===== src/rtl/icetap_capture_buf.sv =====
// Trigger-aware circular capture buffer: stores samples while armed, freezes a
// DEPTH-sample window around an accepted trigger, then streams it oldest-first.
module icetap_capture_buf #(
    parameter int ADDR_WIDTH = 8,
    parameter int DATA_WIDTH = 8
) (
    input  logic                  clk,
    input  logic                  reset,
    input  logic                  start,
    input  logic [ADDR_WIDTH-1:0] post_count,
    input  logic                  sample_valid,
    input  logic [DATA_WIDTH-1:0] sample_data,
    input  logic                  trigger,
    output logic                  armed,
    output logic                  triggered,
    output logic [ADDR_WIDTH-1:0] trig_addr,
    output logic                  rd_valid,
    input  logic                  rd_ready,
    output logic [DATA_WIDTH-1:0] rd_data,
    output logic                  rd_last
);

    localparam int DEPTH = 1 << ADDR_WIDTH;
    localparam logic [ADDR_WIDTH:0] DEPTH_V = (ADDR_WIDTH + 1)'(DEPTH);
    localparam logic [ADDR_WIDTH:0] LAST_V  = (ADDR_WIDTH + 1)'(DEPTH - 1);

    typedef enum logic [1:0] {
        S_IDLE,
        S_ARMED,
        S_POST,
        S_READOUT
    } state_t;

    state_t state, state_nxt;

    logic [DATA_WIDTH-1:0] mem [DEPTH];

    // One pointer serves both phases: after capture it already names the oldest sample.
    logic [ADDR_WIDTH-1:0] ptr;
    logic [ADDR_WIDTH-1:0] post_q;
    logic [ADDR_WIDTH-1:0] post_cnt;
    logic [ADDR_WIDTH:0]   fill;
    logic [ADDR_WIDTH:0]   issue_cnt;

    logic wr_en, trig_hit, post_done, last_xfer, issue;

    always_comb begin
        wr_en     = ((state == S_ARMED) || (state == S_POST)) && sample_valid;
        // DEPTH-1-post equals the bitwise complement of post in ADDR_WIDTH bits.
        trig_hit  = (state == S_ARMED) && sample_valid && trigger && (fill >= {1'b0, ~post_q});
        post_done = (state == S_POST) && sample_valid && (post_cnt == post_q - ADDR_WIDTH'(1));
        last_xfer = (state == S_READOUT) && rd_valid && rd_ready && rd_last;
        issue     = (state == S_READOUT) && (!rd_valid || rd_ready) && (issue_cnt != DEPTH_V)
                    && !last_xfer;
    end

    always_ff @(posedge clk) begin
        if (reset) state <= S_IDLE;
        else       state <= state_nxt;
    end

    always_comb begin
        state_nxt = state;
        case (state)
            S_IDLE:    if (start) state_nxt = S_ARMED;
            S_ARMED:   if (trig_hit) state_nxt = (post_q == '0) ? S_READOUT : S_POST;
            S_POST:    if (post_done) state_nxt = S_READOUT;
            S_READOUT: if (last_xfer) state_nxt = S_IDLE;
            default:   state_nxt = S_IDLE;
        endcase
    end

    always_comb begin
        armed     = (state == S_ARMED) || (state == S_POST);
        triggered = (state == S_POST) || (state == S_READOUT);
    end

    always_ff @(posedge clk) begin
        if (wr_en) mem[ptr] <= sample_data;
    end

    always_ff @(posedge clk) begin
        if (reset) begin
            ptr       <= '0;
            post_q    <= '0;
            post_cnt  <= '0;
            fill      <= '0;
            issue_cnt <= '0;
            trig_addr <= '0;
            rd_valid  <= 1'b0;
            rd_last   <= 1'b0;
            rd_data   <= '0;
        end else begin
            case (state)
                S_IDLE: begin
                    if (start) begin
                        ptr       <= '0;
                        fill      <= '0;
                        post_q    <= post_count;
                        post_cnt  <= '0;
                        issue_cnt <= '0;
                    end
                end
                S_ARMED, S_POST: begin
                    if (sample_valid) begin
                        ptr <= ptr + ADDR_WIDTH'(1);
                        if (fill != DEPTH_V) fill <= fill + (ADDR_WIDTH + 1)'(1);
                        if (trig_hit) trig_addr <= ptr;
                        if (state == S_POST) post_cnt <= post_cnt + ADDR_WIDTH'(1);
                    end
                end
                S_READOUT: begin
                    if (last_xfer) begin
                        rd_valid  <= 1'b0;
                        rd_last   <= 1'b0;
                        rd_data   <= '0;
                        trig_addr <= '0;
                    end else if (issue) begin
                        rd_data   <= mem[ptr];
                        rd_valid  <= 1'b1;
                        rd_last   <= (issue_cnt == LAST_V);
                        ptr       <= ptr + ADDR_WIDTH'(1);
                        issue_cnt <= issue_cnt + (ADDR_WIDTH + 1)'(1);
                    end
                end
                default: ;
            endcase
        end
    end

endmodule


===== config.mk =====
export PLATFORM = sky130hd
export DESIGN_NAME = icetap_capture_buf
export DESIGN_NICKNAME = d
export VERILOG_FILES = /design/src/rtl/icetap_capture_buf.sv
export SDC_FILE = /design/constraint.sdc
export NUM_CORES = 2
export LEC_CHECK = 0
export ABC_AREA = 0
export CAP_MARGIN = 40
export CORE_MARGIN = 3
export CORE_UTILIZATION = 40
export CTS_CLUSTER_SIZE = 20
export DETAILED_ROUTE_END_ITERATION = 7
export PLACE_DENSITY = 0.52
export REMOVE_ABC_BUFFERS = 1
export SLEW_MARGIN = 20
export SYNTH_ARGS = -nofsm -noshare
export SYNTH_HDL_FRONTEND = slang
export SYNTH_SLANG_ARGS = --single-unit

===== constraint.sdc =====
create_clock -name clk -period 3.6 [get_ports clk]
set_clock_uncertainty 0.15 [all_clocks]
set_input_delay 0.72 -clock clk [delete_from_list [all_inputs] [get_ports clk]]
set_output_delay 0.72 -clock clk [all_outputs]
set_load 0.02 [all_outputs]

==> metrics.csv <==
metric,value,unit
status,finished clean,
cts_tree,done,
period_share,97.4,%
core_area,206000,sq um
numPortBuffers,41,
placementRows,166,
die_h,462,um
firstDrtPassIters,5,
numCtsBuffers,217,
fmax,285,MHz
synth-edff-count,2048,
drive_above_1_share,28.8,%
synth_top_area_share,74.0,%
syn2layout_area_growth,17.9,%
layout_common_cells,"2,048 x edfxtp_1, 554 x buf_4, 468 x mux4_2",
synthFlopType,edfxtp_1,
synth_area_leaders,"edfxtp_1 74%, mux4_2 13%, mux2i_1 1.9%",
clk_latency,850,ps
synthDistinctLibCells,75,
grt_first_pass_wirelength,349,mm
rsz0062_at_grt,no,
syn_inst,4189,
ys_seq_elements,2118,
drc_errors,0,
worstPathArrival,4100,ps
hold_path_class,primary input to flip-flop,
cp.required,4190,ps
clock_path_buffers,3,
layout.nets,4874,
synth_largest_area_cell,edfxtp_1,
gr-usage-all-layers,23.2,%
hold_buffers,0,
ant_nets,0,
hold_ws,235,ps
synth_simple_gate_area_share,3.92,%
cts.sinks,2118,
synth_top_family_by_area,multiplexers,
clockRootBuffer,clkbuf_16,
grt_pass1_vias,44600,
vias,44700,
end_kind,flip-flop,
drv_cap,0,
ir_drop,0.439,mV
drt_wl_total,247,mm
p_leak,31.2,nW
cp-start-kind,flip-flop,
synth_compound_area_share,3.05,%
hold_viol_final,0,
power.density,588,nW/um^2
cts.clk_slew.worst_paths,60,ps
die_x,462,um
ys_seq_area_share,75.7,%
fin_area,97900,sq um
antenna_found_initial,10,
setup_viol,0,
critPathMaxFanout,28,
grt_max_degree,95,
synth_area,83100,sq um
power,57.6,mW
slew_headroom,41.4,%
ys_warn_count,0,
ios,42,
layout_min_cycle_time,3510,ps
die_area,213000,sq um
final_common_cell,edfxtp_1,
worst_slew_pin_slew,879,ps
reg2reg_slack,90,ps
synthMuxAreaShare,14.7,%
place_area,90900,sq um
viasPerCell,5.80,
first_iter_violations,5418,
htreeDepth,4,
synthAdderAreaFrac,0.361,%
wl_per_cell,32.1,um
dp.final_hpwl,164,mm
async_flop_share,0,%
overflow,0,
critPathKind,flip-flop to flip-flop,
min_from,sample_data[6],
final_max_slew_viol_count,0,
final_util,47.6,%
gp_congestion,0.871,
synth_area_per_cell,19.8,sq um
start_util,40.4,%
synth_xor_area_share,0.390,%
-- flip-flops by register name, summed over array words and instances, names as in the netlist, named ones only --
| signal | flops |
|---|---|
| fill | 9 |
| issue_cnt | 9 |
| mem | 2048 |
| post_cnt | 8 |
| post_q | 8 |
| ptr | 8 |
| rd_data | 8 |
| rd_last | 1 |
| rd_valid | 1 |
| state | 2 |
| trig_addr | 8 |
-- worst paths after layout --
path,end,cells past startpoint
min,mem[74][6]$_DFFE_PP_,1
max,rd_data[4]$_SDFFE_PP0P_,9
max reg2reg,rd_data[4]$_SDFFE_PP0P_,9
min reg2reg,issue_cnt[8]$_SDFFE_PP0P_,2
-- cell families (layout without fill, tap and decap cells) --
group / Yosys count / after routing
other cells: 0 / 2
mux: 637 / 637
flops: 2118 / 2118
simple gates: 738 / 738
fa+ha+maj: 24 / 24
xor+xnor: 37 / 37
compound gates: 374 / 374
buf+inv: 261 / 1083
-- stage by stage --
| step | std cells | setup TNS, ps | worst slack [ps] |
|---|---|---|---|
| 2_1_floorplan | 3950 | -155750 | -19760 |
| 3_3_place_gp | 7292 | -675 | -308 |
| 3_5_place_dp | 7296 | -293 | -110 |
| 4_1_cts | 7699 | 0 | 1.40 |
| 5_1_grt | 7699 | 0 | 0.460 |
| 6_report | 7701 | 0 | 93.3 |
-- synthesized netlist by cell type, drive strengths merged (29+ instances only) --
cell type  number
buf           148
o22ai          54
nor2          344
mux4          468
a21oi          81
a211oi         29
edfxtp       2048
nor3           37
o21ai          51
clkbuf         91
nand3          71
mux2i         157
dfxtp          70
nand2         159
a22oi          48
-- layout make-up --
class                           count  area, sq um
Fill cell                       17200       108000
Sequential cell                  2118        62900
Multi-Input combinational cell   1810        18700
Timing Repair Buffer              659         5860
Clock buffer                      273         5780
Tap cell                         2688         3360
Clock inverter                    129         1230
Inverter                           22         85.1
Antenna cell                        2         5.00
-- critical path, cell delays in order, from the launching register on --
cell     delay (ps)
dfxtp_4         490
buf_12          250
buf_12          260
buf_12          270
mux4_2          560
mux2i_1         310
o21ai_0         120
nor3_1          390
nor3_1          200
a32o_1          300
-- routing by layer --
metal	share of wire, %	vias up	global-route usage (%)	routed length (um)
li1	-	18500	-	-
met1	43	24000	33.8	106000
met2	47	1859	36.2	116000
met4	2.8	2	6.61	7030
met3	7.6	367	4.16	18800
met5	0.0053	-	0	13
-- repair_timing --
action,in CTS,in global routing
pin swaps,1,0
buffers inserted,1,0
endpoints found under the setup margin,3,5
gates resized for setup,3,7
-- power breakdown --
group          internal [mW]  switching, mW  total (mW)
sequential              27.1          0.158        27.3
combinational           3.61           4.50        8.11
clock                   12.7           9.53        22.2
Power figures use the tool's default switching activity.
